## src/rtl/multi_operand_accumulator_pkg.sv

```systemverilog
// Shared types and helpers for the multi-operand accumulator.
package multi_operand_accumulator_pkg;

  typedef enum logic {
    ST_ACC = 1'b0,
    ST_OUT = 1'b1
  } state_t;

  // Width of the carry counter: enough bits to count NUM_OPS carries without wrapping.
  function automatic int carry_width(input int num_ops);
    return $clog2(num_ops + 1);
  endfunction

endpackage

```

## src/rtl/multi_operand_accumulator_adder.sv

```systemverilog
// N-bit ripple-carry adder, purely combinational.
module Ripple_Carry_Adder_Nbit #(
  parameter int N = 8
) (
  input  logic [N-1:0] x,
  input  logic [N-1:0] y,
  input  logic         cin,
  output logic [N-1:0] s,
  output logic         cout
);

  // Bit-serial carry chain; the local carry keeps the chain out of a self-referencing vector.
  always_comb begin
    logic carry;
    s     = '0;
    carry = cin;
    for (int i = 0; i < N; i++) begin
      s[i]  = x[i] ^ y[i] ^ carry;
      carry = (x[i] & y[i]) | (carry & (x[i] ^ y[i]));
    end
    cout = carry;
  end

endmodule

```

## src/rtl/multi_operand_accumulator.sv

```systemverilog
// Accumulates NUM_OPS operands through a ripple-carry adder and presents the exact
// wide sum {carry_cnt, acc} downstream over a valid/ready handshake.
//
//   state  | meaning
//   -------+-------------------------------------------------------------
//   ST_ACC | accepting operands, folding each into acc / carry_cnt
//   ST_OUT | result presented on out_sum, waiting for out_ready
module multi_operand_accumulator
  import multi_operand_accumulator_pkg::*;
#(
  parameter  int N       = 8,
  parameter  int NUM_OPS = 4,
  localparam int CW      = carry_width(NUM_OPS)
) (
  input  logic          clk,
  input  logic          reset,
  input  logic          in_valid,
  output logic          in_ready,
  input  logic [N-1:0]  in_data,
  output logic          out_valid,
  input  logic          out_ready,
  output logic [N+CW-1:0] out_sum,
  output logic          busy
);

  localparam logic [CW-1:0] LAST_OP = CW'(NUM_OPS - 1);

  state_t        state_q, state_d;
  logic [N-1:0]  acc_q, acc_d;
  logic [CW-1:0] carry_cnt_q, carry_cnt_d;
  logic [CW-1:0] op_cnt_q, op_cnt_d;
  logic          busy_q, busy_d;
  logic          in_ready_q, in_ready_d;
  logic          out_valid_q, out_valid_d;

  logic [N-1:0]  add_s;
  logic          add_cout;

  Ripple_Carry_Adder_Nbit #(.N(N)) u_add (
    .x    (acc_q),
    .y    (in_data),
    .cin  (1'b0),
    .s    (add_s),
    .cout (add_cout)
  );

  // Next-state logic: handshake outputs are computed here so they come straight off flops.
  always_comb begin
    state_d     = state_q;
    acc_d       = acc_q;
    carry_cnt_d = carry_cnt_q;
    op_cnt_d    = op_cnt_q;
    busy_d      = busy_q;
    in_ready_d  = in_ready_q;
    out_valid_d = out_valid_q;
    case (state_q)
      ST_ACC: begin
        if (in_valid && in_ready_q) begin
          acc_d       = add_s;
          carry_cnt_d = carry_cnt_q + CW'(add_cout);
          busy_d      = 1'b1;
          if (op_cnt_q == LAST_OP) begin
            op_cnt_d    = '0;
            state_d     = ST_OUT;
            in_ready_d  = 1'b0;
            out_valid_d = 1'b1;
          end else begin
            op_cnt_d = op_cnt_q + 1'b1;
          end
        end
      end
      ST_OUT: begin
        if (out_ready) begin
          acc_d       = '0;
          carry_cnt_d = '0;
          busy_d      = 1'b0;
          state_d     = ST_ACC;
          in_ready_d  = 1'b1;
          out_valid_d = 1'b0;
        end
      end
      default: begin
        state_d     = ST_ACC;
        in_ready_d  = 1'b1;
        out_valid_d = 1'b0;
      end
    endcase
  end

  // State registers; reset discards any partial group.
  always_ff @(posedge clk) begin
    if (reset) begin
      state_q     <= ST_ACC;
      acc_q       <= '0;
      carry_cnt_q <= '0;
      op_cnt_q    <= '0;
      busy_q      <= 1'b0;
      in_ready_q  <= 1'b1;
      out_valid_q <= 1'b0;
    end else begin
      state_q     <= state_d;
      acc_q       <= acc_d;
      carry_cnt_q <= carry_cnt_d;
      op_cnt_q    <= op_cnt_d;
      busy_q      <= busy_d;
      in_ready_q  <= in_ready_d;
      out_valid_q <= out_valid_d;
    end
  end

  assign in_ready  = in_ready_q;
  assign out_valid = out_valid_q;
  assign busy      = busy_q;
  assign out_sum   = {carry_cnt_q, acc_q};

endmodule

```

## config.mk

```make
export PLATFORM = sky130hd
export DESIGN_NAME = multi_operand_accumulator
export DESIGN_NICKNAME = d
export VERILOG_FILES = /design/src/rtl/multi_operand_accumulator_pkg.sv /design/src/rtl/multi_operand_accumulator_adder.sv /design/src/rtl/multi_operand_accumulator.sv
export SDC_FILE = /design/constraint.sdc
export NUM_CORES = 1
export LEC_CHECK = 0
export BUFFER_PORTS_ARGS = -buffer_cell sky130_fd_sc_hd__buf_2
export CORE_MARGIN = 3
export CORE_UTILIZATION = 50
export DETAILED_ROUTE_END_ITERATION = 8
export GPL_ROUTABILITY_DRIVEN = 0
export PLACE_DENSITY = 0.84
export SETUP_SLACK_MARGIN = 0.5
export SYNTH_ARGS = -nofsm -noshare
export SYNTH_HDL_FRONTEND = slang
export SYNTH_SLANG_ARGS = --single-unit
```

## constraint.sdc

```tcl
create_clock -name clk -period 10.1 [get_ports clk]
set_input_delay 1.515 -clock clk [delete_from_list [all_inputs] [get_ports clk]]
set_output_delay 1.515 -clock clk [all_outputs]
set_load 0.005 [all_outputs]
```

# Word-level counts from Yosys, hierarchy flattened
# Index checks and enable logic that the tools add are counted.
dict set report classes {
  addsub 2
  n_eq_ne 4
  n_mux 21
  n_bitwise 38
  n_reduce_logical 4
}
# op count
set op_table {}
lappend op_table {{8-bit 2-to-1 mux} 2}
lappend op_table {{8-bit one-hot mux with 2 select lines} 1}
lappend op_table {{1-bit bitwise AND} 15}
lappend op_table {{1-bit bitwise XOR} 15}
lappend op_table {{1-bit 2-to-1 mux} 10}
lappend op_table {{3-bit 2-to-1 mux} 3}
lappend op_table {{1-bit one-hot mux with 2 select lines} 4}
lappend op_table {{1-bit bitwise OR} 7}
lappend op_table {{2-bit != test (second input constant)} 3}
lappend op_table {{3-bit one-hot mux with 2 select lines} 1}
lappend op_table {{2-bit AND reduction} 2}
lappend op_table {{3-bit by 1-bit adder with 3-bit output} 1}
lappend op_table {{3-bit by 1-bit adder with 3-bit output (second input constant)} 1}
lappend op_table {{3-bit by 2-bit == test with 1-bit output (second input constant)} 1}
lappend op_table {{3-bit AND reduction} 1}
lappend op_table {{1-bit logical AND} 1}
lappend op_table {{1-bit inverter} 1}
dict set report totals {
  register_bits 18
  in_bits 12
  out_inout_bits 14
  wordCells 76
}

# Depth between registers and ports, before layout
dict set report depth {
  depth_word 18
  ltp_mapped 14
  ltp_nobuf 14
}

# Modules after synthesis
# Synthesis repeated with hierarchy kept, for this count alone.
dict set report hier_totals {
  hier_cells 77
  area_unflattened_um2 867.1
}
# mod n_inst cells_per_inst area_each_um2 seq_area_each_um2
set modules_own_cells {}
lappend modules_own_cells {multi_operand_accumulator 1 59 669.4 360.3}
lappend modules_own_cells {Ripple_Carry_Adder_Nbit 1 18 197.7 0.0}

# Least setup slack after synthesis
# No wires, ideal clock.
dict set report synth_path {
  path_kind {input-to-reg}
  startpoint {input port in_data[0]}
  endpoint {register carry_cnt_q[1]}
  setup_time_ns 0.117
  t_arrival_ns 4.255
  required_time_ns 9.983
  slack_ns 5.728
  cell_stages 13
  path_buffers 0
  cell_sequence {ha_1 inv_1 fa_1 fa_1 fa_1 fa_1 inv_1 fa_1 fa_1 fa_1 ha_1 ha_1 a22o_1}
}
dict set report synth_between {
  elab_chain_cells 18
}
# element line_no
set synth_lines {}
lappend synth_lines {{start, declared} multi_operand_accumulator.sv:19} ;# input logic [N-1:0] in_data,
lappend synth_lines {{1-bit bitwise AND (2 in a row)} multi_operand_accumulator_adder.sv:19} ;# carry = (x[i] & y[i]) | (carry & (x[i] ^ y[i]));
lappend synth_lines {{1-bit bitwise OR} multi_operand_accumulator_adder.sv:19}
lappend synth_lines {{1-bit bitwise AND} multi_operand_accumulator_adder.sv:19}
lappend synth_lines {{1-bit bitwise OR} multi_operand_accumulator_adder.sv:19}
lappend synth_lines {{1-bit bitwise AND} multi_operand_accumulator_adder.sv:19}
lappend synth_lines {{1-bit bitwise OR} multi_operand_accumulator_adder.sv:19}
lappend synth_lines {{1-bit bitwise AND} multi_operand_accumulator_adder.sv:19}
lappend synth_lines {{1-bit bitwise OR} multi_operand_accumulator_adder.sv:19}
lappend synth_lines {{1-bit bitwise AND} multi_operand_accumulator_adder.sv:19}
lappend synth_lines {{1-bit bitwise OR} multi_operand_accumulator_adder.sv:19}
lappend synth_lines {{1-bit bitwise AND} multi_operand_accumulator_adder.sv:19}
lappend synth_lines {{1-bit bitwise OR} multi_operand_accumulator_adder.sv:19}
lappend synth_lines {{1-bit bitwise AND} multi_operand_accumulator_adder.sv:19}
lappend synth_lines {{1-bit bitwise OR} multi_operand_accumulator_adder.sv:19}
lappend synth_lines {{3-bit by 1-bit adder with 3-bit output} multi_operand_accumulator.sv:60} ;# carry_cnt_d = carry_cnt_q + CW'(add_cout);
lappend synth_lines {{3-bit 2-to-1 mux} multi_operand_accumulator.sv:58} ;# if (in_valid && in_ready_q) begin
lappend synth_lines {{3-bit one-hot mux with 2 select lines} multi_operand_accumulator.sv:56} ;# case (state_q)
lappend synth_lines {{end signal, assigned} multi_operand_accumulator.sv:103} ;# carry_cnt_q <= carry_cnt_d;
lappend synth_lines {{end, declared} multi_operand_accumulator.sv:30} ;# logic [CW-1:0] carry_cnt_q, carry_cnt_d;
# No other way between the ends. The select of a mux whose other input is x is not followed.
# A chain may end at the register's enable or synchronous reset.

# Worst setup path in the final report
dict set report layout_path {
  startpoint {input port in_data[0]}
  endpoint {register carry_cnt_q[2]}
}
# The elaborated chain is that of the path after synthesis.

==> results.md <==
- Clock transition at path regs: 100 ps
- Power density cells: 153 nW/um2
- Starting Density: 55.8%
- Area contributors post-synth: dfxtp_1, fa_1, a22o_1
- Routed via count: 651
- Post-CTS setup buffer count: 0
- Die Area: 2300 um2
- First-pass GRT wire length: 2430 um
- Fillcell total: 135
- Drt drc: 0
- Clock Skew: 2.68 ps
- Post-CTS Resized: 0
- Mapped cell area: 880 um2
- CTS tree: done
- Max cap viols: 0
- CP Max Fanout: 2
- Num CTS Buffers: 3
- Dpl hpwl: 1270 um
- Hold Crit Class: reg2reg
- Num rows: 14
- Tot GR Track Use: 15.3%
- WP data arrival: 4460 ps
- I/O Pins: 26
- Slew headroom: 74.9%
- Mean Syn Cell Area: 11.4 um2
- Worst vdd ir: 0.0841 mV
- DR vias/cell: 5.43
- Final period util: 42.1%
- Number of synthesized flops with an enable pin: 0
- Main flop type after synthesis: dfxtp_1
- Cell accounting for the most synthesized area: dfxtp_1
- Synth unique cells: 24
- H-tree levels: 1
- Area grow syn2layout: 18.5%
- Post-synthesis sequential area ratio: 41.0%
- CTS Buffer Depth: 2
- Setup TNS: 0 ps
- Max-slew violation count: 0
- WS Path Type: in2reg
- Die Wd: 47.9 um
- Worst Tran Pin Value: 375 ps
- Largest net degree at the start of global routing: 11
- Register Area: 360 um2
- Fin nets: 128
- WL final: 1580 um
- Count leader, synth: dfxtp_1
- Top cells by instance count after synthesis: dfxtp_1, inv_1, fa_1, nand2_1, a22o_1
- Iter 0 DRT Violations: 3
- Port bufs: 25
- Clk_lat worst skew: 290 ps
- WL/cell: 13.2 um
- Number of synthesized register bits: 18
- Cts hold-fix bufs: 0
- CTS root buf: clkbuf_4
- Req. time, crit path: 10300 ps
- # diodes: 0
- Final min period: 4260 ps
- Die H: 47.9 um
- Setup violations, final: 0
- Final hold violations: 0
- Syn Inst Count: 77
- Layout cells sized above 1: 33.7%
- Hold_ws: 443 ps
- Async SR Flop Fraction: 0%
- Leakage: 0.000502 uW
- Antenna Nets Post-Route: 0
- Crit. End Element: register
- Vias in the first global route: 611
- Initial antenna violation count: 0
- Grt total ovfl: 0
- Synth top area share: 41.0%
- Core area: 1580 um2
- Syn nets: 100
- Multi-input logic area: 463 um2
- CP Launch Type: primary input
- Sink Count: 18
- Fmax: 0.235 GHz
- Warnings, synthesis: 0
- First-pass DRT Iterations: 2
- RSZ-0062 raised after global routing: false
- Status: finished clean
==> worst paths after layout <==
kind / start / to / slack, ps / cells after the start
setup / recovery: in_data[0] / carry_cnt_q[2]$_SDFFE_PP0P_ / 5840 / 15
hold / removal: busy$_SDFFE_PP0P_ / busy$_SDFFE_PP0P_ / 440 / 2
setup reg to reg: acc_q[0]$_SDFFE_PP0P_ / carry_cnt_q[2]$_SDFFE_PP0P_ / 6760 / 14
hold reg to reg: busy$_SDFFE_PP0P_ / busy$_SDFFE_PP0P_ / 440 / 2
==> cell usage in the layout (no fill, tap or decap), types with 2 or more instances in the layout <==
| cell | count |
|---|---|
| a21oi_1 | 3 |
| a22o_1 | 6 |
| and3b_2 | 2 |
| buf_2 | 25 |
| clkbuf_4 | 3 |
| dfxtp_1 | 18 |
| fa_1 | 7 |
| ha_1 | 4 |
| inv_1 | 10 |
| nand2_1 | 7 |
| o2bb2ai_1 | 5 |
==> stage by stage <==
step / utilization [%] / worst slack, ps / instance area, um2 / total power, uW / instances
after CTS: 66.1 / 5820 / 1040 / 162 / 120
after floorplan: - / 5730 / 880 / 104 / 77
final: 66.1 / 5840 / 1040 / 160 / 120
after detailed placement: 63.8 / 5490 / 1010 / 118 / 116
after global routing: 66.1 / 5660 / 1040 / 170 / 120
after global placement: 63.8 / 5570 / 1010 / 115 / 116
==> flip-flops by register name, summed over array words and instances, names as in the netlist <==
| name | cells |
|---|---|
| state_q | 1 |
| acc_q | 8 |
| op_cnt_q | 3 |
| in_ready | 1 |
| out_valid | 1 |
| busy | 1 |
| carry_cnt_q | 3 |
==> power by group <==
part	switching (uW)	internal, uW	leakage [uW]
clock	22.7	22.0	0.0000210
sequential	5.03	77.5	0.000147
combinational	15.6	16.7	0.000334
==> cells by family after synthesis <==
family / count (synthesis) / share of synthesized area [%]
adders and majority gates: 11 / 21.6
and+or+nand+nor: 18 / 14.9
DFF: 18 / 41.0
xor gates and xnor gates: 1 / 0.996
AOI/OAI and AO/OA: 17 / 15.1
buffers and inverters: 12 / 6.40
==> area by class of cell <==
cell class | instances | share of cell area (%)
sequential | 18 | 34.6
timing repair buffer | 25 | 12.0
tap | 16 | 1.92
inverter | 10 | 3.60
clock buffer | 4 | 3.48
multi-input combinational | 47 | 44.4
==> per-layer routing <==
metal / track usage, % / part of all wire (%) / up-vias
li1: - / - / 318
met1: 17.8 / 42 / 314
met5: 0 / 0 / -
met4: 6.45 / 1.7 / 0
met2: 26.6 / 52 / 14
met3: 3.38 / 3.5 / 5
==> worst max-delay path, cell delays in order <==
cell and delay, ps:
buf_2 80, ha_1 130, inv_1 50, fa_1 380, fa_1 390, fa_1 380, fa_1 360, inv_1 70
fa_1 170, fa_1 180, fa_1 180, ha_1 140, ha_1 170, o2bb2ai_1 80, a21o_1 180
Note: power is estimated with default switching activity, not from simulation.
